[src/rtl/tug_pkg.sv]
// Shared types and constants for the tug-of-war playfield: FSM states, display modes, centre index.
// No logic of its own; zero latency.
// No flow control; constants only.
package tug_pkg;

    typedef enum logic [1:0] {
        ST_WAIT  = 2'd0,
        ST_RACE  = 2'd1,
        ST_SCORE = 2'd2,
        ST_OVER  = 2'd3
    } state_t;

    localparam logic [1:0] LED_POS  = 2'b00;
    localparam logic [1:0] LED_OFF  = 2'b01;
    localparam logic [1:0] LED_ON   = 2'b10;
    localparam logic [1:0] LED_HALF = 2'b11;

    function automatic int center_idx(input int n);
        return (n - 1) / 2;
    endfunction

endpackage

[src/rtl/tug_playfield_pb_sync.sv]
// Push-button synchronizer plus rising-edge detector producing a one-cycle press pulse.
// Latency: press fires 1 cycle after the last synchronizer stage rises.
// No backpressure; a button already held when reset ends is ignored until it is seen released.
module pb_sync #(
    parameter int SYNC_STAGES = 2
) (
    input  logic clk,
    input  logic rst,
    input  logic pb,
    output logic press
);

    logic [SYNC_STAGES-1:0] sync;
    logic                   prev;
    logic                   armed;
    logic [1:0]             fill;

    // fill counts edges until the chain holds only post-reset samples; only then may it arm
    always_ff @(posedge clk) begin
        if (rst) begin
            sync  <= '0;
            prev  <= 1'b0;
            armed <= 1'b0;
            fill  <= 2'd0;
            press <= 1'b0;
        end else begin
            sync  <= {sync[SYNC_STAGES-2:0], pb};
            prev  <= sync[SYNC_STAGES-1];
            press <= sync[SYNC_STAGES-1] & ~prev & armed;
            if (fill != 2'(SYNC_STAGES)) begin
                fill <= fill + 2'd1;
            end else if (!sync[SYNC_STAGES-1]) begin
                armed <= 1'b1;
            end
        end
    end

endmodule

[src/rtl/tug_playfield.sv]
// Tug-of-war playfield: button race FSM moving a marker, LED display. Optional TUG_FALSE_START_EN.
// Latency: press event -> pos on next edge; winrnd and leds one cycle after that.
// No backpressure; events arriving outside the race window are dropped.
module tug_playfield
    import tug_pkg::*;
#(
    parameter int NLED        = 7,
    parameter int SYNC_STAGES = 2
) (
    input  logic            clk,
    input  logic            rst,
    input  logic            clear,
    input  logic            leds_on,
    input  logic [1:0]      led_control,
    input  logic            pbl,
    input  logic            pbr,
    output logic [NLED-1:0] leds,
    output logic            winrnd,
    output logic            gameover
);

    localparam int            C       = center_idx(NLED);
    localparam int            PW      = $clog2(NLED);
    localparam logic [PW-1:0] POS_C   = PW'(C);
    localparam logic [PW-1:0] POS_MAX = PW'(NLED - 1);

    state_t        state;
    logic [PW-1:0] pos;
    logic [PW-1:0] pos_inc;
    logic [PW-1:0] pos_dec;
    logic          press_l;
    logic          press_r;

    pb_sync #(.SYNC_STAGES(SYNC_STAGES)) u_sync_l (
        .clk   (clk),
        .rst   (rst),
        .pb    (pbl),
        .press (press_l)
    );

    pb_sync #(.SYNC_STAGES(SYNC_STAGES)) u_sync_r (
        .clk   (clk),
        .rst   (rst),
        .pb    (pbr),
        .press (press_r)
    );

    assign pos_inc = (pos == POS_MAX) ? pos : pos + 1'b1;
    assign pos_dec = (pos == '0)      ? pos : pos - 1'b1;

    always_ff @(posedge clk) begin
        if (rst) begin
            state    <= ST_WAIT;
            pos      <= POS_C;
            winrnd   <= 1'b0;
            gameover <= 1'b0;
        end else begin
            winrnd <= 1'b0;
            case (state)
                ST_WAIT: begin
                    if (clear) begin
                        state <= ST_RACE;
`ifdef TUG_FALSE_START_EN
                    // a lone early press hands the step to the opponent
                    end else if (press_l ^ press_r) begin
                        pos   <= press_l ? pos_inc : pos_dec;
                        state <= ST_SCORE;
`endif
                    end
                end
                ST_RACE: begin
                    if (press_l || press_r) begin
                        state <= ST_SCORE;
                        if (press_l && !press_r) begin
                            pos <= pos_dec;
                        end else if (press_r && !press_l) begin
                            pos <= pos_inc;
                        end
                    end
                end
                ST_SCORE: begin
                    winrnd <= 1'b1;
                    if (pos == '0 || pos == POS_MAX) begin
                        state    <= ST_OVER;
                        gameover <= 1'b1;
                    end else begin
                        state <= ST_WAIT;
                    end
                end
                ST_OVER: begin
                    gameover <= 1'b1;
                end
                default: state <= ST_WAIT;
            endcase
        end
    end

    function automatic logic [NLED-1:0] led_map(input logic [PW-1:0] p,
                                                input logic [1:0]    mode,
                                                input logic          en);
        logic [NLED-1:0] m;
        m = '0;
        case (mode)
            LED_POS:  m[p] = 1'b1;
            LED_OFF:  m = '0;
            LED_ON:   m = '1;
            LED_HALF: begin
                for (int i = 0; i < NLED; i++) begin
                    if (p < POS_C)      m[i] = (i <= C);
                    else if (p > POS_C) m[i] = (i >= C);
                    else                m[i] = (i == C);
                end
            end
            default:  m = '0;
        endcase
        return en ? m : '0;
    endfunction

    always_ff @(posedge clk) begin
        if (rst) begin
            leds <= led_map(POS_C, led_control, leds_on);
        end else begin
            leds <= led_map(pos, led_control, leds_on);
        end
    end

endmodule
[config.mk]
export PLATFORM = sky130hd
export DESIGN_NAME = tug_playfield
export DESIGN_NICKNAME = d
export VERILOG_FILES = /design/src/rtl/tug_pkg.sv /design/src/rtl/tug_playfield_pb_sync.sv /design/src/rtl/tug_playfield.sv
export SDC_FILE = /design/constraint.sdc
export NUM_CORES = 1
export LEC_CHECK = 0
export BUFFER_PORTS_ARGS = -buffer_cell sky130_fd_sc_hd__buf_2
export CAP_MARGIN = 20
export CORE_MARGIN = 4
export CORE_UTILIZATION = 58
export CTS_BUF_LIST = sky130_fd_sc_hd__clkbuf_8
export DETAILED_ROUTE_END_ITERATION = 6
export MAX_ROUTING_LAYER = met4
export PLACE_DENSITY = 0.81
export SLEW_MARGIN = 10
export SYNTH_ARGS = -nofsm -noshare
export SYNTH_HDL_FRONTEND = slang
export SYNTH_HIERARCHICAL = 1
export SYNTH_SLANG_ARGS = --single-unit
[constraint.sdc]
create_clock -name clk -period 1.9 [get_ports clk]
set_input_delay 0.57 -clock clk [delete_from_list [all_inputs] [get_ports clk]]
set_output_delay 0.57 -clock clk [all_outputs]
set_load 0.02 [all_outputs]
==> results.py <==
metrics = {
    "logic_synthesis": {
        "syn_area_um2": 1250,
        "ys_seq_area_share_pct": 44.8,
        "synth_compound_area_share_pct": 14.8,
        "netlist_top_cells_area": "dfxtp_1, ha_1, nor2_1, nor2b_1, inv_1",
        "ys_ff_latch": 28,
        "synth_nets": 150,
        "yosysUniqueCellTypes": 34,
        "synthXorXnorAreaFrac_pct": 3.50,
        "synthCells": 135,
        "synthSimpleGateAreaFrac_pct": 23.3,
        "synth.area.mux_share_pct": 0.900,
        "synth_top_area_share_pct": 44.8,
        "synth_adder_area_share_pct": 7.60,
        "yosysTopAreaCell": "dfxtp_1",
        "ys_warn_count": 6,
        "syn_avg_cell_area_um2": 9.27,
        "synth_top_family_by_area": "simple AND/OR/NAND/NOR gates",
    },
    "cells_and_area": {
        "mostFrequentLayoutCells": "dfxtp_1, buf_2, nor2_1",
        "nFillCells": 170,
        "final_common_cell": "dfxtp_1",
        "postLayoutCellArea_um2": 1430,
        "antennaDiodeCount": 0,
        "layout-drive-gt1-share_pct": 19.5,
        "syn2layout_area_growth_pct": 14.5,
        "num-nets-final": 170,
    },
    "sta": {
        "fin_crit_sh_pct": 88.1,
        "setup_tns_ns": 0,
        "worst_pin_slew_ns": 0.408,
        "max_slew_margin_pct": 72.8,
        "max_clock_freq_ghz": 0.597,
        "skew_ns": 0.00463,
        "hold_viol_final": 0,
        "fin_crit_ns": 1.67,
        "rsz0062_at_grt": "no",
        "drv_slew": 0,
        "setup_violations": 0,
    },
    "floorplanning": {
        "design.core.area_um2": 2000,
        "boundaryPins": 17,
        "num_rows": 16,
        "die_h_um": 54.4,
        "floorplan.initialDensity_pct": 62.5,
        "die-area_um2": 2960,
        "dieWidth_um": 54.4,
    },
    "clock_tree": {
        "htree_num_levels": 1,
        "cts_root_buf": "clkbuf_8",
        "clock-sinks": 28,
        "post_cts_buffers": 0,
        "clkLatencyLatePin_ns": 0.27,
        "clk_path_buf_depth": 2,
        "cts_buffers": 3,
        "cts_resized": 0,
        "ctsHoldBuffers": 0,
        "cts_tree": "done",
        "clkTransAtPathRegs_ns": 0.09,
    },
    "global_routing": {
        "grt_pass1_vias": 958,
        "grt_overflow_total": 0,
        "grt_usage_pct": 17.7,
        "grt_max_degree": 23,
        "grt_pass1_wl_mm": 3.73,
        "antenna_found_initial": 0,
    },
    "power_and_ir_drop": {
        "p_seq_share_pct": 46.7,
        "power_per_cell_area_nw_per_um2": 1060,
        "combPwrFrac_pct": 22.9,
        "swShare_pct": 27.0,
        "netSwitchingPower_uw": 410,
        "pwr-share-clk_pct": 30.4,
        "internal_power_uw": 1110,
        "leakage_uw": 0.000636,
        "vdd.ir_drop.worst_mv": 0.987,
    },
    "min_path": {
        "hold_path_class": "flip-flop to flip-flop",
    },
    "critical_path": {
        "path_max_fanout": 6,
        "crit_type": "flip-flop to flip-flop",
        "arrival_ns": 1.85,
        "cp.required_ns": 2.07,
        "crit_path_start_kind": "flip-flop",
        "worstSetupEndpointType": "flip-flop",
    },
    "route": {
        "wl_mm": 2.11,
        "drc_errors": 0,
        "vias_per_cell": 5.30,
        "drtAntennaViolNets": 0,
        "drt-pass1-iter-count": 7,
        "vias": 959,
        "routedWlPerCell_um": 11.7,
        "drtIter0Drc": 16,
    },
    "outcome": {
        "status": "finished, final reports clean",
    },
    "run": {
        "drv_cap": 0,
    },
    "placed_design": {
        "post-dp-hpwl_mm": 1.59,
        "place_area_um2": 1360,
        "place_congestion": 0.856,
        "io_buffer_count": 16,
    },
}
-- final timing paths --
kind	from	to	slack, ns	cells after the start
worst max register to register	u_sync_r/press	pos[2]	0.23	5
worst min-delay path	u_sync_l/prev	u_sync_l/press	0.42	1
worst min register to register	u_sync_l/prev	u_sync_l/press	0.42	1
worst max-delay path	u_sync_r/press	pos[2]	0.23	5
-- stage by stage --
stage / hold WS [ns] / util [%] / std cells / total power [µW] / worst slack (ns)
floorplan: 0.391 / - / 135 / 996 / 0.273
global placement: 0.395 / 68.0 / 177 / 1050 / 0.291
detailed placement: 0.410 / 68.0 / 177 / 1070 / 0.235
CTS: 0.425 / 71.6 / 181 / 1540 / 0.228
global route: 0.452 / 71.6 / 181 / 1640 / 0.170
finish: 0.422 / 71.6 / 181 / 1520 / 0.226
-- logic make-up (layout without fill, tap and decap cells) --
family / after synthesis / count (layout)
XOR/XNOR: 5 / 5
adder cells (fa/ha/maj): 7 / 7
AO/OA/AOI/OAI: 28 / 28
flip-flops: 28 / 28
AND/OR/NAND/NOR: 51 / 51
buffers and inverters: 15 / 34
multiplexers: 1 / 1
-- area by class of cell --
type	instances	area, µm²	area share (%)
Clock buffer	3	41.3	2.88
Clock inverter	1	30.0	2.10
Inverter	12	45.0	3.14
Multi-Input combinational cell	92	627	43.8
Sequential cell	28	561	39.1
Tap cell	27	33.8	2.36
Timing Repair Buffer	18	95.1	6.64
-- synth_stat cells --
cell type and count:
or2_1 2, clkbuf_1 1, o21ai_0 6, and3_1 1
nor3b_2 2, buf_4 2, a31oi_1 1, nor2_1 14
o21bai_1 3, fa_1 1, nand4b_1 1, o21a_1 3
or4_1 1, nand2b_1 7, dfxtp_1 28, nor3_1 6
a211oi_1 1, nor3b_1 1, o21ba_2 1, a21oi_2 2
nor2b_2 2, ha_1 6, xnor2_1 1, nand4_1 1
nor2b_1 8, a21boi_0 4, or3_1 1, mux2_2 1
inv_1 12, a211o_1 1, and2_1 1, xor2_1 4
nand2_1 3, a21oi_1 6
-- flip-flops by register name (all words and copies together), names as in the netlist --
register / flops
u_sync_r/sync: 2
u_sync_r/fill: 2
u_sync_l/prev: 1
u_sync_r/armed: 1
gameover: 1
u_sync_l/fill: 2
state: 2
winrnd: 1
u_sync_r/prev: 1
leds: 7
pos: 3
u_sync_r/press: 1
u_sync_l/sync: 2
u_sync_l/press: 1
u_sync_l/armed: 1
-- per-layer routing --
layer	track usage, %	part of all wire, %	vias up
met5	-	0	-
met4	7.47	1.6	0
met3	3.27	4.9	5
met2	31.5	51	26
met1	19.2	42	445
li1	-	-	483
-- worst max-delay path: stages, from the launching register on --
cell,delay [ns]
dfxtp_1,0.37
nand2b_1,0.22
fa_1,0.40
xnor2_1,0.14
nor2_1,0.12
mux2_2,0.34
-- power groups by stage --
stage	combinational [µW]	clock (µW)	sequential, µW
after CTS	351	477	712
after floorplan	270	0	726
final	348	462	711
after global routing	415	502	722
after detailed placement	347	0	725
after global placement	331	0	720
No activity file was read; power rests on OpenSTA's default activity.
